File: config.mk
export PLATFORM = sky130hd
export DESIGN_NAME = load_store_unit
export DESIGN_NICKNAME = d
export VERILOG_FILES = /design/src/rtl/load_store_unit.sv
export SDC_FILE = /design/constraint.sdc
export NUM_CORES = 1
export LEC_CHECK = 0
export BUFFER_PORTS_ARGS = -buffer_cell sky130_fd_sc_hd__buf_2
export CORE_MARGIN = 3
export CORE_UTILIZATION = 45
export CTS_BUF_LIST = sky130_fd_sc_hd__clkbuf_4 sky130_fd_sc_hd__clkbuf_8
export CTS_CLUSTER_SIZE = 16
export DETAILED_ROUTE_END_ITERATION = 8
export GPL_TIMING_DRIVEN = 1
export PLACE_DENSITY = 0.74
export SYNTH_ARGS = -nofsm -noshare
export SYNTH_HDL_FRONTEND = slang
export SYNTH_SLANG_ARGS = --single-unit
File: constraint.sdc
create_clock -name clk -period 4.4 [get_ports clk]
set_input_delay 0 -clock clk [delete_from_list [all_inputs] [get_ports clk]]
set_output_delay 0 -clock clk [all_outputs]
set_load 0.02 [all_outputs]
File: src/rtl/load_store_unit.sv
// -----------------------------------------------------------------------------
// load_store_unit
//
// Bridges the CPU memory stage to a word-addressed request/grant/rvalid bus.
// One access is in flight at a time. The CPU is stalled from the cycle a
// request is presented until the completion pulse.
//
// Parameters
//   TIMEOUT     cycles allowed in REQ+WAIT before a bus fault (2..255)
//
// Ports
//   clk, rst    clock; synchronous active-low reset
//   req_*       CPU access: valid, write, funct3 size/sign code, byte
//               address, store data, load destination register
//   stall       freezes PC and register file (combinational)
//   resp_*      one-cycle completion: valid, reg-file write strobe,
//               extended load data, echoed destination register
//   fault       misaligned / illegal funct3 / timeout, qualified by resp_valid
//   mem_req/we/addr/be/wdata   bus request (word address, byte enables)
//   mem_gnt/rvalid/rdata       bus grant and response
// -----------------------------------------------------------------------------
module load_store_unit #(
    parameter int unsigned TIMEOUT = 16
) (
    input  logic        clk,
    input  logic        rst,
    input  logic        req_valid,
    input  logic        req_write,
    input  logic [2:0]  req_funct3,
    input  logic [31:0] req_addr,
    input  logic [31:0] req_wdata,
    input  logic [4:0]  req_rd,
    output logic        stall,
    output logic        resp_valid,
    output logic        resp_we,
    output logic [31:0] resp_rdata,
    output logic [4:0]  resp_rd,
    output logic        fault,
    output logic        mem_req,
    output logic        mem_we,
    output logic [31:0] mem_addr,
    output logic [3:0]  mem_be,
    output logic [31:0] mem_wdata,
    input  logic        mem_gnt,
    input  logic        mem_rvalid,
    input  logic [31:0] mem_rdata
);

    typedef enum logic [1:0] {
        ST_IDLE,
        ST_REQ,
        ST_WAIT,
        ST_RESP
    } state_t;

    // Value of the busy counter during the last cycle allowed in REQ+WAIT.
    localparam logic [7:0] CNT_LAST = 8'(TIMEOUT - 1);

    state_t      state;
    logic        write_q;
    logic [2:0]  funct3_q;
    logic [31:0] addr_q;
    logic [31:0] wdata_q;
    logic [4:0]  rd_q;
    logic [7:0]  cnt_q;
    logic        fault_q;
    logic [31:0] rdata_q;

    logic        illegal;
    logic [7:0]  ld_byte;
    logic [15:0] ld_half;
    logic [31:0] ld_data;
    logic [3:0]  st_be;
    logic [31:0] st_wdata;

    // Legality of the access presented on the request port.
    // Stores only have B/H/W; loads add BU/HU. Size comes from funct3[1:0].
    always_comb begin
        // NOTE: every combinational output gets a default first so no path
        // leaves it unassigned, which would otherwise infer a latch.
        illegal = 1'b0;
        if (req_write) begin
            illegal = req_funct3[2] || (req_funct3[1:0] == 2'b11);
        end else begin
            illegal = (req_funct3 inside {3'b011, 3'b110, 3'b111});
        end
        if (req_funct3[1:0] == 2'b01 && req_addr[0]) begin
            illegal = 1'b1;
        end
        if (req_funct3[1:0] == 2'b10 && req_addr[1:0] != 2'b00) begin
            illegal = 1'b1;
        end
    end

    // Load lane extraction from the raw bus word, using the latched access.
    always_comb begin
        ld_byte = mem_rdata[{addr_q[1:0], 3'b000} +: 8];
        ld_half = addr_q[1] ? mem_rdata[31:16] : mem_rdata[15:0];
        case (funct3_q)
            3'b000:  ld_data = {{24{ld_byte[7]}}, ld_byte};
            3'b100:  ld_data = {24'b0, ld_byte};
            3'b001:  ld_data = {{16{ld_half[15]}}, ld_half};
            3'b101:  ld_data = {16'b0, ld_half};
            3'b010:  ld_data = mem_rdata;
            default: ld_data = '0;
        endcase
    end

    // Store lane placement: data is replicated so the byte enables alone
    // select the lane(s) the memory actually writes.
    always_comb begin
        case (funct3_q[1:0])
            2'b00: begin
                st_be    = 4'b0001 << addr_q[1:0];
                st_wdata = {4{wdata_q[7:0]}};
            end
            2'b01: begin
                st_be    = 4'b0011 << addr_q[1:0];
                st_wdata = {2{wdata_q[15:0]}};
            end
            default: begin
                st_be    = 4'b1111;
                st_wdata = wdata_q;
            end
        endcase
    end

    always_ff @(posedge clk) begin
        // NOTE: sequential state uses non-blocking assignments so every
        // register samples the pre-edge values regardless of statement order.
        if (!rst) begin
            state    <= ST_IDLE;
            write_q  <= 1'b0;
            funct3_q <= '0;
            addr_q   <= '0;
            wdata_q  <= '0;
            rd_q     <= '0;
            cnt_q    <= '0;
            fault_q  <= 1'b0;
            rdata_q  <= '0;
        end else begin
            case (state)
                ST_IDLE: begin
                    if (req_valid) begin
                        write_q  <= req_write;
                        funct3_q <= req_funct3;
                        addr_q   <= req_addr;
                        wdata_q  <= req_wdata;
                        rd_q     <= req_rd;
                        cnt_q    <= '0;
                        rdata_q  <= '0;
                        fault_q  <= illegal;
                        state    <= illegal ? ST_RESP : ST_REQ;
                    end
                end
                ST_REQ: begin
                    // A grant on the final allowed cycle cannot be followed
                    // by a WAIT cycle, so the timeout wins here.
                    if (cnt_q == CNT_LAST) begin
                        fault_q <= 1'b1;
                        rdata_q <= '0;
                        state   <= ST_RESP;
                    end else begin
                        cnt_q <= cnt_q + 8'd1;
                        if (mem_gnt) begin
                            state <= ST_WAIT;
                        end
                    end
                end
                ST_WAIT: begin
                    // A response on the final allowed cycle still completes.
                    if (mem_rvalid) begin
                        rdata_q <= write_q ? '0 : ld_data;
                        state   <= ST_RESP;
                    end else if (cnt_q == CNT_LAST) begin
                        fault_q <= 1'b1;
                        rdata_q <= '0;
                        state   <= ST_RESP;
                    end else begin
                        cnt_q <= cnt_q + 8'd1;
                    end
                end
                ST_RESP: begin
                    state <= ST_IDLE;
                end
                default: begin
                    state <= ST_IDLE;
                end
            endcase
        end
    end

    // Outputs are decoded from registered state and forced low while reset
    // is held, so nothing leaks out before the first reset edge.
    assign stall      = rst && ((state == ST_IDLE && req_valid) ||
                                state == ST_REQ || state == ST_WAIT);
    assign resp_valid = rst && (state == ST_RESP);
    assign fault      = resp_valid && fault_q;
    assign resp_we    = resp_valid && !write_q && !fault_q && (rd_q != 5'd0);
    assign resp_rdata = resp_valid ? rdata_q : '0;
    assign resp_rd    = resp_valid ? rd_q : '0;

    assign mem_req    = rst && (state == ST_REQ);
    assign mem_we     = mem_req && write_q;
    assign mem_addr   = mem_req ? {addr_q[31:2], 2'b00} : '0;
    assign mem_be     = mem_req ? st_be : '0;
    assign mem_wdata  = mem_req ? st_wdata : '0;

endmodule

==> out/results.txt <==
Tot GR Track Use - 0.276
Pwr Density - 434 nW/um^2
per-cell routed wire length - 16.4 um
layout cell share with drive strength beyond 1 - 0.268
largest area contributor in the netlist - dfxtp_1
die area - 14,500 um^2
hpwl dp - 12,900 um
top_reg_cell synth - dfxtp_1
Final ANT Viol Nets - 0
CTS Buf Count - 17
drt via density - 5.45
via count - 6,738
leading post-synthesis cells by cell area - dfxtp_1 (39%), nand2_1 (12%), and3_1 (8.4%)
clock-pin slew on the worst setup and hold paths - 70 ps
Worst Path Required - 4750 ps
Tightest Pin Transition - 1040 ps
Critical Path Slowest Stage Cell - dfxtp_1
syn avg cell area - 7.72 um^2
unrepaired setup endpoints after global routing - false
Synth cell types - 52
fin crit period - 2840 ps
P&R area growth vs syn - 44.2%
#FFs+latches synth - 116
Synth Instances - 764
Async SR Flop Fraction - 0
RePlAce Congestion - 0.920
EDFF count, synth - 0
GR Overflow Total - 0
Crit path largest cell delay - 860 ps
Final nets - 1,170
Setup Total Neg Slack - 0 ps
Site Rows - 41
DP Worst Slack - 2040 ps
final core occ - 0.668
Crit Path Max Fanout - 19
Die Height - 120 um
Pins Over Slew Limit - 0
DRT Pass-1 Iters - 6
Crit. End Element - flop
number of remaining DRC errors - 0
Initial Util - 0.463
Rel. slew slack - 0.305
top-count cell post-synth - nand2_1
Sinks on Clock Net - 116
Achievable Freq - 352 MHz
Cell Area, Placed - 6960 um^2
Layout Skew - 9.89 ps
cell breakdown of the critical path - nor2b_1 > nor3_1 > a222oi_1 > dlygate4sd3_1 > o2bb2ai_1
H-tree levels - 4
Post-synth top cells - nand2_1 (187), dfxtp_1 (116), a21oi_1 (96)
Synth top area share - 0.394
Leakage Power - 4.01 nW
Max VDD drop - 0.240 mV
Setup Viol. Count Final - 0
status - finished clean
MaxCap Viol Count - 0
CTS Buffer Depth - 2
Fin. Hold Viols - 0
first-pass GRT wire length - 32,400 um
YS warnings - 0
CTS root buf - clkbuf_8
largest net degree at the start of global routing - 83
sequential area share after synthesis - 0.394
CP arrival - 3190 ps
fin worst setup slack - 1560 ps
Total Power - 3.69 mW
fillers - 1,100
floorplan core area - 12,700 um^2
Design Area, Final - 8500 um^2
initial antenna violation count - 2
Mapped Area - 5890 um^2
input/output buffers - 218
kind of critical path - reg2reg
IO Pins - 221
startpoint types - flop
worst skew pair latency - 430 ps
R2R setup slack - 1560 ps
HP Class - in2reg
Final Cycle Share - 0.646
CTS tree - yes
total length of routed wires - 20,300 um
number of global-route vias before repair - 6,519
Die W - 120 um
Iter 0 DRT Violations - 791
==> what timing repair did <==
item | 4_1_cts | 5_1_grt
endpoints found under the hold margin | 106 | 0
setup buffers | 0 | 0
hold buffers | 112 | 0
gates resized for setup | 0 | 0
==> final cells by class <==
| class | count | area [um^2] | share of cell area |
|---|---|---|---|
| flip-flops and latches | 116 | 2320 | 0.273 |
| clock buffers | 26 | 352 | 0.0414 |
| repair buffers | 338 | 2270 | 0.267 |
| multi-input cells | 571 | 3230 | 0.380 |
| well taps | 172 | 215 | 0.0253 |
| inverters | 9 | 33.8 | 0.00398 |
| diodes | 2 | 5.00 | 0.000589 |
| clock inverters | 3 | 65.1 | 0.00766 |
==> power breakdown <==
group | internal, mW | total, mW | switching [mW]
Sequential | 1.19 | 1.32 | 0.129
Combinational | 0.493 | 1.33 | 0.834
Clock | 0.622 | 1.04 | 0.414
==> flip-flops by register name, indices dropped and copies added (netlist names) <==
| register | flops |
|---|---|
| cnt_q | 8 |
| wdata_q | 32 |
| fault_q | 1 |
| write_q | 1 |
| funct3_q | 3 |
| rd_q | 5 |
| rdata_q | 32 |
| state | 2 |
| addr_q | 32 |
==> worst max-delay path, delay by kind of cell (launching register included) <==
kind,cells,cell delay [ps]
AO/OA/AOI/OAI,2,370
buffers and inverters,1,630
flip-flops,1,860
AND/OR/NAND/NOR,2,890
==> stage by stage <==
| step | std cells | hold WS [ps] |
|---|---|---|
| final | 1237 | 34.9 |
| after global routing | 1237 | 59.2 |
| after CTS | 1235 | 13.7 |
| after detailed placement | 1094 | 245 |
| after global placement | 1094 | 242 |
| after floorplan | 765 | 136 |
==> per-layer routing <==
layer  vias to the layer above  global-route usage  routed length (um)
met2                       329               0.461                9690
li1                       3246                   -                   -
met4                         0               0.119                 755
met5                         -                   0                   0
met3                        62              0.0739                1580
met1                      3101               0.336                8300
==> final timing paths <==
path / end / depth (start not counted) / startpoint
worst max-delay path: rdata_q[4] / 5 / funct3_q[0]
worst min register to register: addr_q[12] / 2 / addr_q[12]
worst min-delay path: state[1] / 3 / req_valid
worst max register to register: rdata_q[4] / 5 / funct3_q[0]
==> cells in the final DEF, fill, tap and decap left out, types with 3 or more instances in the layout <==
cell type / instances
a21boi_1: 4
a21oi_1: 96
a221oi_1: 9
a222oi_1: 7
a22o_1: 6
a22o_2: 10
and3_1: 79
buf_2: 218
buf_4: 8
clkbuf_8: 25
dfxtp_1: 116
dlygate4sd3_1: 112
ha_1: 7
inv_1: 8
mux2_2: 8
mux2i_1: 19
nand2_1: 186
nand2b_1: 3
nand3_1: 22
nor2_1: 35
nor2b_1: 7
nor3_1: 4
nor4_1: 3
o21a_1: 3
o21ai_0: 6
o2bb2ai_1: 17
o31ai_1: 5
or2_2: 3
or4_1: 5
==> kinds of logic after synthesis <==
logic type                 share of synthesized area
buffers and inverters                         0.0588
and+or+nand+nor                                0.289
adders and majority gates                     0.0149
other                                       0.000636
DFF                                            0.394
AOI/OAI and AO/OA                              0.195
muxes                                         0.0475
No activity file was read; power rests on OpenSTA's default activity.
